File: config.mk
export PLATFORM = sky130hd
export DESIGN_NAME = mem_copy_sequencer
export DESIGN_NICKNAME = d
export VERILOG_FILES = /design/src/rtl/mem_copy_sequencer.sv
export SDC_FILE = /design/constraint.sdc
export NUM_CORES = 1
export LEC_CHECK = 0
export CAP_MARGIN = 25
export CORE_ASPECT_RATIO = 0.9
export CORE_MARGIN = 2
export CORE_UTILIZATION = 38
export DETAILED_ROUTE_END_ITERATION = 8
export MAX_ROUTING_LAYER = met4
export PLACE_DENSITY = 0.88
export SKIP_CTS_REPAIR_TIMING = 1
export SYNTH_ARGS = -nofsm -noshare
export SYNTH_HDL_FRONTEND = slang
export SYNTH_SLANG_ARGS = --single-unit
File: constraint.sdc
create_clock -name clock -period 2.9 [get_ports clock]
set_input_delay 0.87 -clock clock [delete_from_list [all_inputs] [get_ports clock]]
set_output_delay 0.87 -clock clock [all_outputs]
set_load 0.1 [all_outputs]
File: src/rtl/mem_copy_sequencer.sv
// Purpose : copies a block of words from a source SRAM read port to a destination write port.
// Latency : write j lands in the cycle after edge E0+1+j; done pulses one cycle after the last write.
// Backpress: none; one word per cycle, start edges seen while busy are dropped, not queued.
//
// Ports
//   clock, reset_n          rising-edge clock, asynchronous active-low reset
//   start                   level request; a copy launches on its 0->1 transition while idle
//   src_base/dst_base       first source / destination word address (latched at launch)
//   length                  number of words to copy (latched at launch, 0 allowed)
//   Src_ReadAddress1        registered source read address (data returns one cycle later)
//   Src_ReadBus1            source read data
//   Dst_WriteAddress/Bus/Enable  destination write port; address holds when not writing
//   busy, done              busy while a copy is active; one-cycle completion pulse
module mem_copy_sequencer #(
  parameter int ADDR_W = 16,
  parameter int DATA_W = 128
) (
  input  logic              clock,
  input  logic              reset_n,
  input  logic              start,
  input  logic [ADDR_W-1:0] src_base,
  input  logic [ADDR_W-1:0] dst_base,
  input  logic [ADDR_W-1:0] length,
  output logic [ADDR_W-1:0] Src_ReadAddress1,
  input  logic [DATA_W-1:0] Src_ReadBus1,
  output logic [ADDR_W-1:0] Dst_WriteAddress,
  output logic [DATA_W-1:0] Dst_WriteBus,
  output logic              Dst_WriteEnable,
  output logic              busy,
  output logic              done
);

  typedef enum logic [1:0] {IDLE, RUN, DRAIN, DONE} state_t;

  localparam logic [ADDR_W-1:0] ONE = {{(ADDR_W-1){1'b0}}, 1'b1};

  state_t            state;
  logic              startPrev;
  logic              launch;
  logic [ADDR_W-1:0] srcLat;
  logic [ADDR_W-1:0] dstLat;
  logic [ADDR_W-1:0] lenLat;
  logic [ADDR_W-1:0] readIdx;

  assign launch = start & ~startPrev;

  // Read data arrives one cycle after its address, exactly when the matching
  // write is strobed, so the write bus is a straight pass-through.
  assign Dst_WriteBus = Src_ReadBus1;

  always_ff @(posedge clock or negedge reset_n) begin
    if (!reset_n) begin
      state            <= IDLE;
      startPrev        <= 1'b0;
      srcLat           <= '0;
      dstLat           <= '0;
      lenLat           <= '0;
      readIdx          <= '0;
      Src_ReadAddress1 <= '0;
      Dst_WriteAddress <= '0;
      Dst_WriteEnable  <= 1'b0;
      busy             <= 1'b0;
      done             <= 1'b0;
    end else begin
      startPrev       <= start;
      Dst_WriteEnable <= 1'b0;
      done            <= 1'b0;
      case (state)
        IDLE: begin
          if (launch) begin
            srcLat  <= src_base;
            dstLat  <= dst_base;
            lenLat  <= length;
            readIdx <= '0;
            busy    <= 1'b1;
            if (length == '0) begin
              state <= DONE;
              done  <= 1'b1;
            end else begin
              state            <= RUN;
              // First read address goes out straight from the inputs so word 0
              // is requested in the very first RUN cycle.
              Src_ReadAddress1 <= src_base;
            end
          end
        end
        RUN: begin
          // The word addressed this cycle is written next cycle.
          Dst_WriteEnable  <= 1'b1;
          Dst_WriteAddress <= dstLat + readIdx;
          if (readIdx == lenLat - ONE) begin
            state <= DRAIN;
          end else begin
            readIdx          <= readIdx + ONE;
            Src_ReadAddress1 <= srcLat + readIdx + ONE;
          end
        end
        DRAIN: begin
          state <= DONE;
          done  <= 1'b1;
        end
        DONE: begin
          state <= IDLE;
          busy  <= 1'b0;
        end
        default: begin
          state <= IDLE;
          busy  <= 1'b0;
        end
      endcase
    end
  end

endmodule

==> results of run 1 <==
==> cells by family after synthesis <==
| group | synth area share |
|---|---|
| flip-flops | 0.351 |
| AND/OR/NAND/NOR | 0.200 |
| AO/OA/AOI/OAI | 0.110 |
| XOR/XNOR | 0.0493 |
| adder cells (fa/ha/maj) | 0.0674 |
| buffers and inverters | 0.157 |
| multiplexers | 0.0660 |
==> per-stage QoR <==
step | hold WS [ns] | instances
floorplan | 0.450 | 825
global placement | 0.465 | 1067
detailed placement | 0.473 | 1067
CTS | 0.492 | 1083
global route | 0.507 | 1086
finish | 0.485 | 1086
==> power breakdown <==
| group | internal, µW | switching [µW] | total (µW) |
|---|---|---|---|
| clock network | 607 | 562 | 1170 |
| logic | 2110 | 3760 | 5870 |
| registers | 2050 | 451 | 2510 |
==> registers in the layout, indices dropped and copies added, names as in the netlist <==
name and cells:
busy 1, done 1, state 2, Dst_WriteEnable 1, lenLat 16, readIdx 16, Dst_WriteAddress 16, dstLat 16
Src_ReadAddress1 16, startPrev 1, srcLat 16
==> layout make-up <==
| type | count | area share |
|---|---|---|
| tap | 250 | 0.0381 |
| antenna | 1 | 0.000305 |
| timing repair buffer | 149 | 0.159 |
| clock buffer | 11 | 0.0296 |
| sequential | 102 | 0.311 |
| multi-input combinational | 550 | 0.450 |
| clock inverter | 5 | 0.00427 |
| inverter | 18 | 0.00823 |
==> metal layers <==
metal  share of wire  vias up  GRT usage
met1            0.43     2808      0.234
li1                -     2730          -
met3           0.092       63     0.0572
met4           0.022        0     0.0666
met2            0.46      262      0.289
met5               0        -          -
==> worst reg2reg max path: stages (launching register included) <==
cell,delay (ns)
dfrtp_1,0.38
or4_4,0.54
or3_4,0.39
a2111oi_4,0.30
nand4_1,0.12
or4_4,0.54
nor2_4,0.14
nor3_4,0.05
buf_12,0.17
mux2_4,0.32
==> how the worst min path moves through the flow <==
| stage | depth (start not counted) | slack, ns | end |
|---|---|---|---|
| 2_1_floorplan | 2 | 0.45 | srcLat[0] |
| 5_1_grt | 2 | 0.51 | dstLat[5] |
| 4_1_cts | 2 | 0.49 | dstLat[13] |
| 3_5_place_dp | 2 | 0.47 | srcLat[14] |
| 6_report | 2 | 0.49 | dstLat[13] |
| 3_3_place_gp | 2 | 0.47 | srcLat[14] |
==> placed cells by master (no fill, tap or decap), types with 7 or more instances in the layout <==
| master | count |
|---|---|
| clkdlybuf4s50_1 | 49 |
| o21ai_1 | 7 |
| xor2_1 | 10 |
| nand2b_1 | 8 |
| buf_4 | 93 |
| dfrtp_1 | 102 |
| nor4_1 | 9 |
| a21o_1 | 9 |
| inv_1 | 17 |
| nor3_1 | 24 |
| nor2_1 | 27 |
| mux2_4 | 9 |
| a21oi_1 | 26 |
| xnor2_1 | 31 |
| nand3_1 | 14 |
| mux2_2 | 28 |
| ha_1 | 36 |
| nand2_1 | 167 |
| or3_1 | 9 |
| o31ai_1 | 8 |
| clkbuf_16 | 9 |
| and3_1 | 7 |
| o21ai_0 | 22 |
==> impl_metrics.ini, run 1 <==
[outcome]
status = complete, but fails checks
violations = negative setup slack

[critical_path]
max_stage_delay_ns = 0.54
cp-startpoint = lenLat[5]
rr_worst_depth = 9
cpMaxStageDelayCell = or4_4
worstPathArrival_ns = 3.31
rr_startpoint = lenLat[5]
cp-start-kind = flip-flop
r2r_end = Src_ReadAddress1[1]
critPathKind = flip-flop to flip-flop
critPathCapture = Src_ReadAddress1[1]
path_depth = 9
crit_required_ns = 3.14
cp_top_family = simple AND/OR/NAND/NOR gates
path_buf_inv = 1
reg2reg_slack_ns = -0.17
path_common_cell = or4_4
end_kind = flip-flop
path_cells = or4_4 > or3_4 > a2111oi_4 > nand4_1 > or4_4 > nor2_4 > nor3_4 > buf_12 > mux2_4
cp_max_fo = 16

[yosys]
yosysWarnings = 0
synth_edf_count = 0
ys_seq_area_frac = 0.351
syn_inst = 825
yosysTopAreaCellShare = 0.351
ys.flop_type = dfrtp_1
synth_common_cells = nand2_1 (167), buf_4 (130), dfrtp_1 (102)
synth_seq_cells = 102
ys_async_sr_fraction = 1.00
synth_area_leaders = dfrtp_1 (35%), buf_4 (13%), nand2_1 (8.6%), ha_1 (6.2%), mux2_2 (4.3%)
yosysMostFrequentCell = nand2_1
ys_types = 62
syn_area_per_cell_um2 = 8.83
syn_area_um2 = 7280
syn_nets = 1042
yosysTopAreaCell = dfrtp_1

[placed_design]
post-dp-hpwl_um = 13700
place_area_um2 = 7790
io_buffer_count = 85
gp_congestion = 0.963
post-place-ws_ns = -0.221

[route]
wire_per_inst_um = 17.0
antenna_left = 0
drcViolationCount = 0
vias = 5863
drt_iter0_drc = 434
vias_per_cell = 5.40
first_pass_iters = 5
totalWireLength_um = 18400

[grt]
grt_pass1_vias = 5606
track_usage = 0.187
grt_max_degree = 43
grt_pass1_wl_um = 28900
grt_overflow = 0
antenna_found_initial = 1

[pwr]
leakage_uw = 0.00386
p_per_area_nw_per_um2 = 1160
power_uw = 9540
ir_drop_mv = 1.13

[sta]
fmax_mhz = 326
setup_viol = 33
finalHoldViolCount = 0
finalClockSkew_ns = 0.0120
maxSlewHeadroom = 0.588
min_period_ns = 3.07
drv_slew = 0
min_period_over_period = 1.06
finalWorstSetupSlack_ns = -0.166
rsz0062_at_grt = true
tns_ns = -3.56
worst_pin_slew_ns = 0.613

[layout]
seq_area_um2 = 2550
multi_input_area_um2 = 3700
finalNetCount = 1047
finalInstanceArea_um2 = 8210
drive_above_1_share = 0.216
synthToLayoutAreaGrowth_pct = 12.8
nFillCells = 1824
final_core_util = 0.433

[floorplan]
die-area_um2 = 20300
num_rows = 48
die_y_um = 135
initial_core_util = 0.384
coreArea_um2 = 19000
fp.dieW_um = 150
ios = 342

[clock_tree]
cts_sinks = 102
clock_path_buffers = 2
clock_latency_ns = 0.36
cts_root_buf = clkbuf_16
cts_tree = done
numCtsBuffers = 9
htree_levels = 3
clk_pin_slew_ns = 0.07

[hold_path]
min_path_type = flip-flop to flip-flop
hold_path.startpoint = dstLat[13]

[job]
cap_violations = 0
Power figures use the tool's default switching activity.
==> inputs of run 2 (changes only) <==
Settings changed: CTS_BUF_LIST set to sky130_fd_sc_hd__clkbuf_8 sky130_fd_sc_hd__clkbuf_16.
==> run 2 against run 1 <==
Against the previous run:
- the run still ends with negative setup slack left
- critical path type unchanged
- first-iteration DRC count down 1.2%
- routed wire length hardly changed
- register-to-register slack hardly changed
- power hardly changed
- highest routed layer unchanged
- clock power is essentially flat
==> impl_metrics.ini, run 2 (synthesis gave the netlist of run 1 again) <==
[outcome]
status = complete, but fails checks
violations = negative setup slack

[critical_path]
worstPathArrival_ns = 3.30
cp_max_fo = 16
end_kind = flip-flop
rr_worst_depth = 9
crit_required_ns = 3.14
cp-start-kind = flip-flop
critPathKind = flip-flop to flip-flop

[layout]
synthToLayoutAreaGrowth_pct = 12.8
finalNetCount = 1047
final_cell_mix = nand2_1 (167), dfrtp_1 (102), buf_4 (93), clkdlybuf4s50_1 (49), ha_1 (36)
final_core_util = 0.433
mostFrequentLayoutCell = nand2_1
final_cells = 1086
drive_above_1_share = 0.216

[route]
first_pass_iters = 5
totalWireLength_um = 18400
drcViolationCount = 0
drt_iter0_drc = 429
vias_per_cell = 5.40
wire_per_inst_um = 17.0
antenna_left = 0
vias = 5859

[grt]
grt_max_degree = 43
antenna_found_initial = 1
track_usage = 0.187
grt_pass1_vias = 5606
grt_overflow = 0
grt_pass1_wl_um = 28900

[sta]
setup_viol = 33
worst_pin_slew_ns = 0.616
drv_slew = 0
min_period_ns = 3.06
finalHoldViolCount = 0
tns_ns = -3.33
rsz0062_at_grt = true
min_period_over_period = 1.05
fmax_mhz = 327
maxSlewHeadroom = 0.586
finalClockSkew_ns = 0.0120
finalWorstSetupSlack_ns = -0.159

[floorplan]
die-area_um2 = 20300
num_rows = 48
die_y_um = 135
initial_core_util = 0.384
coreArea_um2 = 19000
ios = 342
fp.dieW_um = 150

[placed_design]
gp_congestion = 0.963
post-dp-hpwl_um = 13700
dp.cells = 1067
io_buffer_count = 85

[clock_tree]
numCtsBuffers = 9
htree_levels = 3
cts_sinks = 102
cts_root_buf = clkbuf_16
clock_path_buffers = 2
clk_pin_slew_ns = 0.07
cts_tree = done
clock_latency_ns = 0.36

[pwr]
ir_drop_mv = 1.13
leakage_uw = 0.00387
power_uw = 9540
p_per_area_nw_per_um2 = 1160

[hold_path]
min_path_type = flip-flop to flip-flop
hold_path_depth = 2

[job]
cap_violations = 0
-- run 2: cell types whose count changed in the layout (fill, tap and decap cells not counted), sizes merged --
| cell | delta |
|---|---|
| clkbuf | -1 |
| inv | +1 |
-- run 2: path summary, 6_finish.rpt --
path                                             end  slack [ns]        from
max in group asynchronous        Dst_WriteAddress[5]        1.77     reset_n
worst min-delay path                      dstLat[13]        0.49  dstLat[13]
worst min register to register            dstLat[13]        0.49  dstLat[13]
min in group asynchronous       Src_ReadAddress1[12]        0.51     reset_n
worst max register to register   Src_ReadAddress1[1]       -0.16   lenLat[5]
worst max-delay path             Src_ReadAddress1[1]       -0.16   lenLat[5]
-- run 2: stage by stage --
stage               setup WS (ns)  hold WS (ns)  instance area [µm²]
global route               -0.237         0.507                 8210
finish                     -0.159         0.485                 8210
floorplan                  -0.164         0.450                 7290
detailed placement         -0.221         0.473                 7790
CTS                        -0.222         0.492                 8070
global placement           -0.144         0.465                 7790
-- run 2: cell type report --
type	instances	area [µm²]
Sequential cell	102	2550
Tap cell	250	313
Antenna cell	1	2.50
Timing Repair Buffer	149	1300
Fill cell	1824	10800
Multi-Input combinational cell	550	3700
Clock inverter	6	38.8
Clock buffer	10	239
Inverter	18	67.6
-- run 2: routing by layer --
metal  part of all wire  GRT usage
met4              0.022     0.0666
met2               0.46      0.289
met1               0.42      0.234
met5                  0          -
met3              0.093     0.0572
-- run 2: power by group --
| group | leakage [µW] | internal (µW) | switching [µW] |
|---|---|---|---|
| Clock | 0.000140 | 603 | 562 |
| Combinational | 0.00245 | 2110 | 3760 |
| Sequential | 0.00128 | 2050 | 451 |
| Total | 0.00387 | 4770 | 4770 |
-- run 2: worst max-delay path, stage by stage, from the launching register on --
cell and delay (ns):
dfrtp_1 0.38, or4_4 0.54, or3_4 0.39, a2111oi_4 0.29
nand4_1 0.12, or4_4 0.54, nor2_4 0.14, nor3_4 0.05
buf_12 0.17, mux2_4 0.30
